--- config.mk ---
export PLATFORM = sky130hd
export DESIGN_NAME = tmr_counter
export DESIGN_NICKNAME = d
export VERILOG_FILES = /design/src/rtl/tmr_pkg.sv /design/src/rtl/tmr_sticky_flag.sv /design/src/rtl/tmr_counter.sv
export SDC_FILE = /design/constraint.sdc
export NUM_CORES = 1
export LEC_CHECK = 0
export ABC_AREA = 1
export CAP_MARGIN = 20
export CORE_ASPECT_RATIO = 1.4
export CORE_MARGIN = 2
export CORE_UTILIZATION = 40
export CTS_BUF_LIST = sky130_fd_sc_hd__clkbuf_16
export DETAILED_ROUTE_END_ITERATION = 6
export PLACE_DENSITY = 0.67
export SYNTH_ARGS = -nofsm -noshare
export SYNTH_HDL_FRONTEND = slang
export SYNTH_HIERARCHICAL = 1
export SYNTH_SLANG_ARGS = --single-unit
--- constraint.sdc ---
create_clock -name clk -period 1.45 [get_ports clk]
set_input_delay 0.145 -clock clk [delete_from_list [all_inputs] [get_ports clk]]
set_output_delay 0.145 -clock clk [all_outputs]
set_load 0.02 [all_outputs]
--- src/rtl/tmr_pkg.sv ---
// Shared constants for the 8-bit timer: counter width and wrap endpoints.
package tmr_pkg;
  localparam int WIDTH = 8;
  localparam logic [WIDTH-1:0] TCNT_MAX = 8'hFF;
  localparam logic [WIDTH-1:0] TCNT_MIN = 8'h00;
endpackage

--- src/rtl/tmr_sticky_flag.sv ---
// Sticky status flag: set has priority over clear, cleared by async reset.
module tmr_sticky_flag (
  input  logic clk,
  input  logic rst_n,
  input  logic set,
  input  logic clr,
  output logic flag
);

  // Set wins over a same-edge clear so a wrap event is never lost.
  always_ff @(posedge clk or negedge rst_n) begin
    if (!rst_n) begin
      flag <= 1'b0;
    end else if (set) begin
      flag <= 1'b1;
    end else if (clr) begin
      flag <= 1'b0;
    end
  end

endmodule

--- src/rtl/tmr_counter.sv ---
// 8-bit up/down timer counter (TCNT) with load and sticky wrap flags.
module tmr_counter
  import tmr_pkg::*;
#(
  parameter int WIDTH = tmr_pkg::WIDTH
) (
  input  logic             clk,
  input  logic             rst_n,
  input  logic             clk_ena,
  input  logic [WIDTH-1:0] start_counter,
  input  logic             up_down,
  input  logic             load,
  input  logic             enable,
  input  logic             clr_overflow,
  input  logic             clr_underflow,
  output logic             overflow,
  output logic             underflow
);

  logic [WIDTH-1:0] reg_TCNT;
  logic             step;
  logic             wrap_up;
  logic             wrap_dn;

  // A counting step happens only on an enabled tick that is not overridden by a load.
  assign step    = enable & clk_ena & ~load;
  assign wrap_up = step &  up_down & (reg_TCNT == WIDTH'(TCNT_MAX));
  assign wrap_dn = step & ~up_down & (reg_TCNT == WIDTH'(TCNT_MIN));

  // Counter register: load beats counting; direction is sampled at the tick edge.
  always_ff @(posedge clk or negedge rst_n) begin
    if (!rst_n) begin
      reg_TCNT <= '0;
    end else if (load) begin
      reg_TCNT <= start_counter;
    end else if (enable && clk_ena) begin
      if (up_down) begin
        reg_TCNT <= reg_TCNT + 1'b1;
      end else begin
        reg_TCNT <= reg_TCNT - 1'b1;
      end
    end
  end

  tmr_sticky_flag u_overflow (
    .clk   (clk),
    .rst_n (rst_n),
    .set   (wrap_up),
    .clr   (clr_overflow),
    .flag  (overflow)
  );

  tmr_sticky_flag u_underflow (
    .clk   (clk),
    .rst_n (rst_n),
    .set   (wrap_dn),
    .clr   (clr_underflow),
    .flag  (underflow)
  );

endmodule

==> impl_metrics.py <==
metrics = {
    "outcome": {
        "status": "completed",
    },
    "finish": {
        "nets": 181,
        "post-route-util_pct": 63.4,
        "final_cell_area_mm2": 0.00135,
        "seqCellArea_um2": 251,
        "drive_gt1_share_pct": 29.9,
        "num-fill-cells": 175,
        "multi_input_area_um2": 612,
        "areaGrowthSynthToFinish_pct": 51.9,
        "diodes": 0,
    },
    "sta": {
        "min_period_over_period_pct": 96.9,
        "max_slew.worst_pin.slew_ps": 500,
        "fin_crit_ps": 1410,
        "fmax_ghz": 0.712,
        "fin_worst_skew_ps": 1.79,
        "rsz0062_at_grt": "true",
        "relSlewSlack_pct": 66.6,
        "setup_ws_ps": 44.5,
        "setup_viol": 0,
        "slew_viol_final": 0,
        "hold_viol": 0,
    },
    "floorplan": {
        "io_pins": 18,
        "start_util_pct": 41.7,
        "die_width_um": 43.8,
        "die_area_mm2": 0.00262,
        "rows": 20,
        "coreArea_mm2": 0.00213,
        "die_y_um": 59.7,
    },
    "worst_setup_path": {
        "criticalPathCategory": "reg -> reg",
        "crit_path_max_fanout": 3,
        "r2r_cells": 6,
        "cp.arrival_ps": 1510,
        "end_kind": "flop",
        "startpoint_type": "flop",
        "critPathRequiredTime_ps": 1560,
    },
    "logic_synthesis": {
        "ys_top_cells_by_area": "dfrtp_1, nand2_1, inv_1, ha_1, nand3_1",
        "synth_edf_count": 0,
        "synth_largest_area_cell": "dfrtp_1",
        "synth.avg_cell_area_um2": 7.27,
        "ys_ff_latch": 10,
        "synthDominantCellAreaShare_pct": 28.2,
        "synth_cell_types": 30,
        "syn_inst": 122,
        "yosysSeqAreaShare_pct": 28.2,
        "netlist_area_um2": 887,
        "synth_fp_nets": 145,
        "async_flop_share_pct": 100,
        "synth_flop_cell": "dfrtp_1",
        "ys.warnings.count": 6,
    },
    "clock_network": {
        "clockBufferDepth": 2,
        "cts.reportedPaths.clkPinSlew_ps": 40,
        "root_buffer": "clkbuf_16",
        "cts_made_buffers": 3,
        "cts_tree": "yes",
        "ctsHoldBuffers": 0,
        "cts_sinks": 10,
        "h-tree-depth": 1,
        "clk_latency_ps": 240,
    },
    "placement": {
        "port_buffers": 17,
        "dpl.hpwl_mm": 1.78,
        "place_ws_ps": -470,
        "gp_congestion": 0.830,
        "place_area_mm2": 0.00118,
    },
    "global_route": {
        "grt_max_degree": 11,
        "track_usage_pct": 19.0,
        "overflow": 0,
        "grt_pass1_wl_mm": 3.59,
        "grt_pass1_vias": 915,
        "antenna_found_initial": 0,
    },
    "route": {
        "viasPerCell": 5.15,
        "avgRoutedWirePerCell_um": 13.5,
        "wl_mm": 2.42,
        "route.detailed.drc": 0,
        "num_vias": 921,
        "dr.first_iter.drc_count": 19,
        "antenna_left": 0,
        "first_pass_iters": 4,
    },
    "pwr": {
        "ir_drop_v": 0.000456,
        "p_leak_uw": 0.000673,
        "power.density_mw_per_mm2": 1030,
        "total_power_uw": 1390,
    },
    "flow_run": {
        "drv_cap": 0,
    },
    "min_path": {
        "hold_class": "in -> async",
    },
}
==> registers in the layout (all words and copies together) (netlist names) <==
| name | flops |
|---|---|
| reg_TCNT | 8 |
| u_underflow/flag | 1 |
| u_overflow/flag | 1 |
==> metrics by stage <==
stage	hold slack (ps)	setup TNS [ps]	std cells
finish	245	0	179
global route	278	-71.3	179
CTS	257	0	179
detailed placement	461	-2890	174
global placement	455	-2590	174
floorplan	-151	0	122
==> layer usage <==
metal  vias to the layer above  global-route usage, %  routed length [µm]
met5                         -                      0                   0
met4                         0                   13.0                  86
met3                         9                   2.72                  87
met2                        24                   35.3                1410
met1                       431                   18.8                 834
li1                        457                      -                   -
==> area by class of cell <==
cell class,count,area share [%]
multi-input cells,87,45.4
flip-flops and latches,10,18.7
inverters,24,6.87
repair buffers,32,21.2
clock inverters,1,0.279
clock buffers,3,5.57
well taps,22,2.04
==> cells by family (layout without fill, tap and decap cells) <==
kind of cell	count (synthesis)	count (layout)	synth area share, %
and+or+nand+nor	66	66	38.2
buffers and inverters	25	60	11.4
AOI/OAI and AO/OA	12	12	9.45
DFF	10	10	28.2
adders and majority gates	7	7	10.7
xor gates and xnor gates	2	2	1.97
==> critical path: stages, from the launching register on <==
cell and delay, ps:
dfrtp_2 420, fa_2 380, nand2_2 80, nand2_2 70, a21o_1 160, nand3_1 80
nand3_1 90
==> worst paths after layout <==
check / from / end / slack, ps
max: reg_TCNT[1] / reg_TCNT[4] / 40
min: rst_n / reg_TCNT[0] / 250
max reg2reg: reg_TCNT[1] / reg_TCNT[4] / 40
min reg2reg: u_underflow/flag / u_underflow/flag / 470
max in group asynchronous: rst_n / reg_TCNT[1] / 840
min in group clk: clr_overflow / u_overflow/flag / 460
==> cell usage after synthesis (2+ instances only) <==
cell type,number
dfrtp_1,10
nand3_1,11
inv_2,2
nand2_1,37
nor2_1,5
ha_1,6
nand2_2,2
o21ai_0,4
inv_1,22
nand4_1,3
==> placed cells by master (no fill, tap or decap), types with 4 or more instances in the layout <==
cell / count
clkdlybuf4s50_1: 16
nand2_1: 31
nand2_2: 7
o21ai_0: 4
dfrtp_1: 9
inv_1: 21
nand3_1: 9
nor2_1: 4
buf_4: 14
==> repair_timing <==
| action | CTS | global route |
|---|---|---|
| pin swaps | 0 | 8 |
| setup buffers | 1 | 0 |
| setup endpoints to repair | 7 | 5 |
| cloned | 0 | 0 |
| gates resized for setup | 4 | 16 |
==> power breakdown <==
group,leakage (µW),switching [µW],internal [µW]
Clock,0.0000385,139,362
Combinational,0.000512,275,272
Sequential,0.000123,33.0,312
Total,0.000673,447,946
Note: power is estimated with default switching activity, not from simulation.
